==> src/rtl/sr_flag_arbiter.sv <==
`default_nettype none
// ============================================================================
//  Module      : sr_flag_arbiter
//  Description : Bank of clocked set/reset flag bits shared by several
//                requesters. A round-robin arbiter applies at most one set
//                or reset operation per clock cycle.
//  Revision    : 1.0  initial release
// ============================================================================
module sr_flag_arbiter #(
    parameter int NREQ   = 4,   // number of requesters (2..8)
    parameter int NFLAGS = 8,   // number of flag bits
    parameter int IDXW   = 3    // flag index width, 2**IDXW >= NFLAGS
) (
    input  logic                   clk,
    input  logic                   rst,
    input  logic [NREQ-1:0]        req,
    input  logic [NREQ-1:0]        op,
    input  logic [NREQ*IDXW-1:0]   idx,
    input  logic                   clr_all,
    output logic [NREQ-1:0]        gnt,
    output logic [IDXW-1:0]        gnt_id,
    output logic                   err,
    output logic [NFLAGS-1:0]      q
);

    localparam int c_ptrw = (NREQ > 1) ? $clog2(NREQ) : 1;

    logic [NFLAGS-1:0] q_q,      q_d;
    logic [NREQ-1:0]   gnt_q,    gnt_d;
    logic [IDXW-1:0]   gnt_id_q, gnt_id_d;
    logic              err_q,    err_d;
    logic [c_ptrw-1:0] ptr_q,    ptr_d;

    logic [NREQ-1:0]   w_elig;
    logic              w_found;
    logic [c_ptrw-1:0] w_win;
    logic [IDXW-1:0]   w_idx_win;
    logic [c_ptrw-1:0] w_ptr_nxt;
    int                w_cand;
    int                w_nxt;

    // Round-robin search: first eligible requester starting at ptr. A
    // requester whose grant is currently visible is masked so a held
    // request cannot win twice in a row.
    always_comb begin
        w_elig  = req & ~gnt_q;
        w_found = 1'b0;
        w_win   = '0;
        w_cand  = 0;
        for (int k = 0; k < NREQ; k++) begin
            w_cand = int'(ptr_q) + k;
            if (w_cand >= NREQ) begin
                w_cand = w_cand - NREQ;
            end
            if (!w_found && w_elig[w_cand[c_ptrw-1:0]]) begin
                w_found = 1'b1;
                w_win   = w_cand[c_ptrw-1:0];
            end
        end
        w_idx_win = idx[w_win*IDXW +: IDXW];
        w_nxt     = int'(w_win) + 1;
        if (w_nxt >= NREQ) begin
            w_nxt = 0;
        end
        w_ptr_nxt = w_nxt[c_ptrw-1:0];
    end

    // Next-state: clear-all has priority over a grant; an out-of-range
    // index still consumes the grant but only raises err.
    always_comb begin
        q_d      = q_q;
        gnt_d    = '0;
        gnt_id_d = gnt_id_q;
        err_d    = 1'b0;
        ptr_d    = ptr_q;
        if (clr_all) begin
            q_d = '0;
        end else if (w_found) begin
            gnt_d    = {{(NREQ-1){1'b0}}, 1'b1} << w_win;
            gnt_id_d = w_idx_win;
            ptr_d    = w_ptr_nxt;
            err_d    = 1'b1;
            for (int f = 0; f < NFLAGS; f++) begin
                if (int'(w_idx_win) == f) begin
                    q_d[f] = op[w_win];
                    err_d  = 1'b0;
                end
            end
        end
    end

    // State register with synchronous reset overriding everything.
    always_ff @(posedge clk) begin
        if (rst) begin
            q_q      <= '0;
            gnt_q    <= '0;
            gnt_id_q <= '0;
            err_q    <= 1'b0;
            ptr_q    <= '0;
        end else begin
            q_q      <= q_d;
            gnt_q    <= gnt_d;
            gnt_id_q <= gnt_id_d;
            err_q    <= err_d;
            ptr_q    <= ptr_d;
        end
    end

    assign q      = q_q;
    assign gnt    = gnt_q;
    assign gnt_id = gnt_id_q;
    assign err    = err_q;

endmodule
`default_nettype wire

==> config.mk <==
export PLATFORM = sky130hd
export DESIGN_NAME = sr_flag_arbiter
export DESIGN_NICKNAME = d
export VERILOG_FILES = /design/src/rtl/sr_flag_arbiter.sv
export SDC_FILE = /design/constraint.sdc
export NUM_CORES = 1
export LEC_CHECK = 0
export BUFFER_PORTS_ARGS = -buffer_cell sky130_fd_sc_hd__buf_4
export CELL_PAD_IN_SITES_DETAIL_PLACEMENT = 1
export CELL_PAD_IN_SITES_GLOBAL_PLACEMENT = 1
export CORE_UTILIZATION = 33
export DETAILED_ROUTE_END_ITERATION = 10
export PLACE_DENSITY = 0.73
export SLEW_MARGIN = 20
export SYNTH_ARGS = -nofsm -noshare
export SYNTH_HDL_FRONTEND = slang
export SYNTH_SLANG_ARGS = --single-unit
==> constraint.sdc <==
create_clock -name clk -period 1.7 [get_ports clk]
set_input_delay 0 -clock clk [delete_from_list [all_inputs] [get_ports clk]]
set_output_delay 0 -clock clk [all_outputs]
set_load 0.01 [all_outputs]
==> flow_summary.html <==
<table>
<tr><th>Metric</th><th>Value</th></tr>
<tr><th colspan="2">Run status</th></tr>
<tr><td>Outcome</td><td>finished, violations left</td></tr>
<tr><td>Violated checks</td><td>setup timing</td></tr>
<tr><th colspan="2">Clock tree</th></tr>
<tr><td>Number of H-tree levels</td><td>1</td></tr>
<tr><td>Clock root buffer</td><td>clkbuf_8</td></tr>
<tr><td>Worst-case clock buffer depth</td><td>2</td></tr>
<tr><td>Insertion delay of the later-clocked pin in the worst-skew pair</td><td>260 ps</td></tr>
<tr><td>CTS clock-pin slew for the worst setup and hold paths</td><td>70 ps</td></tr>
<tr><td>CTS sink cnt</td><td>18</td></tr>
<tr><td>Cts bufs inserted</td><td>3</td></tr>
<tr><td>Clock tree from TritonCTS</td><td>built</td></tr>
<tr><th colspan="2">Power</th></tr>
<tr><td>VDD IR-drop max</td><td>0.493 mV</td></tr>
<tr><td>Leakage power of the design</td><td>0.805 nW</td></tr>
<tr><td>Overall power</td><td>1.52 mW</td></tr>
<tr><td>Internal power</td><td>0.980 mW</td></tr>
<tr><td>Relative contribution of combinational cells to total power</td><td>45.0%</td></tr>
<tr><td>Sw Share</td><td>35.7%</td></tr>
<tr><td>Part of the total power dissipated in sequential elements</td><td>31.8%</td></tr>
<tr><td>Switching power of the nets</td><td>0.544 mW</td></tr>
<tr><td>Power per standard cell area</td><td>808 nW/um2</td></tr>
<tr><td>Power share of the clock group</td><td>23.2%</td></tr>
<tr><th colspan="2">Finish</th></tr>
<tr><td>Final instance area</td><td>1890 um2</td></tr>
<tr><td>Ant. Diodes</td><td>0</td></tr>
<tr><td>Proportion of layout cells with a drive suffix above 1</td><td>48.8%</td></tr>
<tr><td>Area delta synth-&gt;final</td><td>50.9%</td></tr>
<tr><td>Net count reported at finish</td><td>227</td></tr>
<tr><th colspan="2">Setup path</th></tr>
<tr><td>Crit path max fanout</td><td>8</td></tr>
<tr><td>Worst path arrival time</td><td>2130 ps</td></tr>
<tr><td>Category of the worst setup path capture point</td><td>flip-flop</td></tr>
<tr><td>Startpoint Class</td><td>flip-flop</td></tr>
<tr><td>Slack of the worst reg-to-reg path</td><td>-250 ps</td></tr>
<tr><td>Critical path data required time</td><td>1880 ps</td></tr>
<tr><td>Class of the most critical setup path</td><td>reg -&gt; reg</td></tr>
<tr><th colspan="2">Place</th></tr>
<tr><td>Cell Area, Placed</td><td>1720 um2</td></tr>
<tr><td>Port bufs</td><td>38</td></tr>
<tr><td>Final Wtd Congestion</td><td>0.913</td></tr>
<tr><td>Estimated wirelength of the detail-placed design</td><td>3320 um</td></tr>
<tr><th colspan="2">Synth</th></tr>
<tr><td>Post-Syn Instances</td><td>142</td></tr>
<tr><td>Synth Flop Type</td><td>dfxtp_1</td></tr>
<tr><td>Yosys top cell by area</td><td>dfxtp_1</td></tr>
<tr><td>Yosys warnings</td><td>0</td></tr>
<tr><td>Cell types occupying the most area after synthesis</td><td>dfxtp_1 (29%), mux2i_1 (8.0%), o211ai_1 (4.2%)</td></tr>
<tr><td>Avg Cell Area, Syn</td><td>8.80 um2</td></tr>
<tr><td>Share of the synthesized area in the top cell type</td><td>28.8%</td></tr>
<tr><td>Fraction of synthesis flops using an asynchronous set or reset pin</td><td>0%</td></tr>
<tr><td>Netlist area before placement</td><td>1250 um2</td></tr>
<tr><td>Commonest cells post-synth</td><td>dfxtp_1 (18), mux2i_1 (10), nand2_1 (10), a21oi_1 (9), o21ai_0 (8)</td></tr>
<tr><td>Share of synthesized area occupied by flip-flops and latches</td><td>28.8%</td></tr>
<tr><td>Count of cell types in the netlist</td><td>46</td></tr>
<tr><td>Number of nets produced by synthesis</td><td>165</td></tr>
<tr><td>Synthesis-stage register bit count</td><td>18</td></tr>
<tr><td>Number of synthesized flops with an enable pin</td><td>0</td></tr>
<tr><td>Most frequently used cell type in the post-synthesis netlist</td><td>dfxtp_1</td></tr>
<tr><th colspan="2">Routing</th></tr>
<tr><td>Antenna-violating nets left</td><td>0</td></tr>
<tr><td>Vias after detailed routing</td><td>1385</td></tr>
<tr><td>Iteration-0 DRC Markers</td><td>78</td></tr>
<tr><td>First-pass DRT Iterations</td><td>4</td></tr>
<tr><td>DRC Markers</td><td>0</td></tr>
<tr><td>Via density per instance</td><td>5.56</td></tr>
<tr><td>Wire length after detailed routing</td><td>4310 um</td></tr>
<tr><td>Mean routed wirelength per cell</td><td>17.3 um</td></tr>
<tr><th colspan="2">Timing</th></tr>
<tr><td>Time the final worst path needs with I/O delays and setup</td><td>1950 ps</td></tr>
<tr><td>Setup WS post-layout</td><td>-249 ps</td></tr>
<tr><td>Skew final</td><td>2.91 ps</td></tr>
<tr><td>Unrepaired setup endpoints after global routing</td><td>yes</td></tr>
<tr><td>Tightest Pin Transition</td><td>529 ps</td></tr>
<tr><td>Number of failing setup endpoints in the final timing report</td><td>17</td></tr>
<tr><td>Final Slew Violations</td><td>0</td></tr>
<tr><td>Ratio of final minimum period to clock period</td><td>115%</td></tr>
<tr><td>Fmax achieved</td><td>513 MHz</td></tr>
<tr><td>Fin. Hold Viols</td><td>0</td></tr>
<tr><td>Worst slew margin relative to its limit</td><td>64.6%</td></tr>
<tr><th colspan="2">Die</th></tr>
<tr><td>Initial core utilization</td><td>36.0%</td></tr>
<tr><td>Die area</td><td>4040 um2</td></tr>
<tr><td>Count of pins on the block boundary</td><td>39</td></tr>
<tr><td>Die extent in y</td><td>63.5 um</td></tr>
<tr><td>CORE AREA</td><td>3470 um2</td></tr>
<tr><td>Die Wd</td><td>63.5 um</td></tr>
<tr><td>Standard-cell row count</td><td>21</td></tr>
<tr><th colspan="2">GRT</th></tr>
<tr><td>Met3 track utilization from global routing</td><td>2.72%</td></tr>
<tr><td>GR Overflow Total</td><td>0</td></tr>
<tr><td>GR Util met2</td><td>36.2%</td></tr>
<tr><td>Global-route track usage on met1</td><td>31.0%</td></tr>
<tr><td>Number of global-route vias before repair</td><td>1398</td></tr>
<tr><td>Pin count of the biggest net entering global routing</td><td>12</td></tr>
<tr><td>Wire length of the first global-routing pass</td><td>7050 um</td></tr>
<tr><td>Global-route total usage across every layer</td><td>22.8%</td></tr>
<tr><td>Layer with the highest usage after global routing</td><td>met2</td></tr>
<tr><td>Number of antenna violations at the first check in global routing</td><td>0</td></tr>
<tr><th colspan="2">Run</th></tr>
<tr><td>Maximum capacitance violations</td><td>0</td></tr>
<tr><th colspan="2">Min path</th></tr>
<tr><td>Worst Hold Class</td><td>in -&gt; reg</td></tr>
</table>
==> layout by cell type (no fill, tap or decap), types with 3 or more instances in the layout <==
master | synthesis | routed
nand2_1 | 10 | 10
a21oi_1 | 9 | 3
nand2b_1 | 5 | 4
clkbuf_8 | 0 | 4
o21ai_0 | 8 | 6
nor2b_1 | 7 | 5
mux2i_1 | 10 | 10
buf_4 | 0 | 60
a211oi_1 | 4 | 4
o2bb2ai_1 | 4 | 4
nor2_1 | 6 | 6
o211ai_1 | 7 | 7
nor3_1 | 4 | 4
inv_1 | 3 | 3
nand3_1 | 3 | 3
dfxtp_1 | 18 | 14
a21oi_2 | 1 | 7
nand4b_1 | 4 | 4
==> worst max-delay path, cell delays in order (launching register included) <==
cell,delay [ps]
dfxtp_1,400
nor3b_1,100
nor2_1,420
nand2_1,280
o211ai_1,330
o211ai_4,170
mux2i_1,170
==> registers in the layout (all words and copies together) (netlist names) <==
name,cells
err,1
ptr_q,2
gnt,4
q,8
gnt_id,3
==> through the flow <==
stage          setup WS (ps)  cells  hold WS (ps)  util, %  TNS, ps
2_1_floorplan           -121    142          69.1        -     -966
3_3_place_gp            -275    242           212     49.6    -3660
3_5_place_dp            -353    242           217     49.6    -4610
4_1_cts                 -236    249           186     53.8    -3330
5_1_grt                 -341    249           162     54.4    -4590
6_report                -249    249           143     54.4    -3220
==> what timing repair did <==
action                                 in CTS  in global routing
pin swaps                                   9                  2
gates resized for setup                    17                  7
setup endpoints to repair                  17                 17
buffers inserted                            2                  0
endpoints found under the hold margin       3                  0
hold buffers                                1                  0
==> power groups by stage <==
stage	logic (mW)	registers (mW)	clock network, mW
finish	0.685	0.485	0.354
global route	0.735	0.489	0.378
CTS	0.668	0.484	0.363
detailed placement	0.615	0.489	0
global placement	0.594	0.487	0
floorplan	0.362	0.497	0
==> path summary, 6_finish.rpt <==
path,from,endpoint,cells past startpoint
hold / removal,clr_all,ptr_q[0]$_SDFFE_PP0P_,3
hold reg to reg,q[0]$_SDFFE_PP0P_,q[0]$_SDFFE_PP0P_,2
setup reg to reg,gnt[1]$_SDFF_PP0_,q[6]$_SDFFE_PP0P_,6
setup / recovery,gnt[1]$_SDFF_PP0_,q[6]$_SDFFE_PP0P_,6
==> cells by family after synthesis <==
| group | Yosys count | share of synthesized area, % |
|---|---|---|
| buf+inv | 7 | 3.40 |
| other cells | 1 | 0.300 |
| xor+xnor | 1 | 0.701 |
| compound gates | 44 | 26.0 |
| mux | 12 | 10.1 |
| flops | 18 | 28.8 |
| simple gates | 59 | 30.6 |
==> layout make-up <==
| cell class | count | area, um2 |
|---|---|---|
| Sequential cell | 18 | 370 |
| Tap cell | 46 | 57.6 |
| Clock buffer | 4 | 55.1 |
| Timing Repair Buffer | 61 | 460 |
| Inverter | 3 | 11.3 |
| Fill cell | 418 | 1580 |
| Multi-Input combinational cell | 117 | 931 |
==> routing by layer <==
| layer | share of wire, % | vias up | wire length (um) |
|---|---|---|---|
| met5 | 0 | - | 0 |
| met4 | 2.0 | 0 | 85 |
| met3 | 6.5 | 9 | 278 |
| met2 | 46 | 52 | 2000 |
| met1 | 45 | 661 | 1940 |
| li1 | - | 663 | - |
Power figures use the tool's default switching activity.
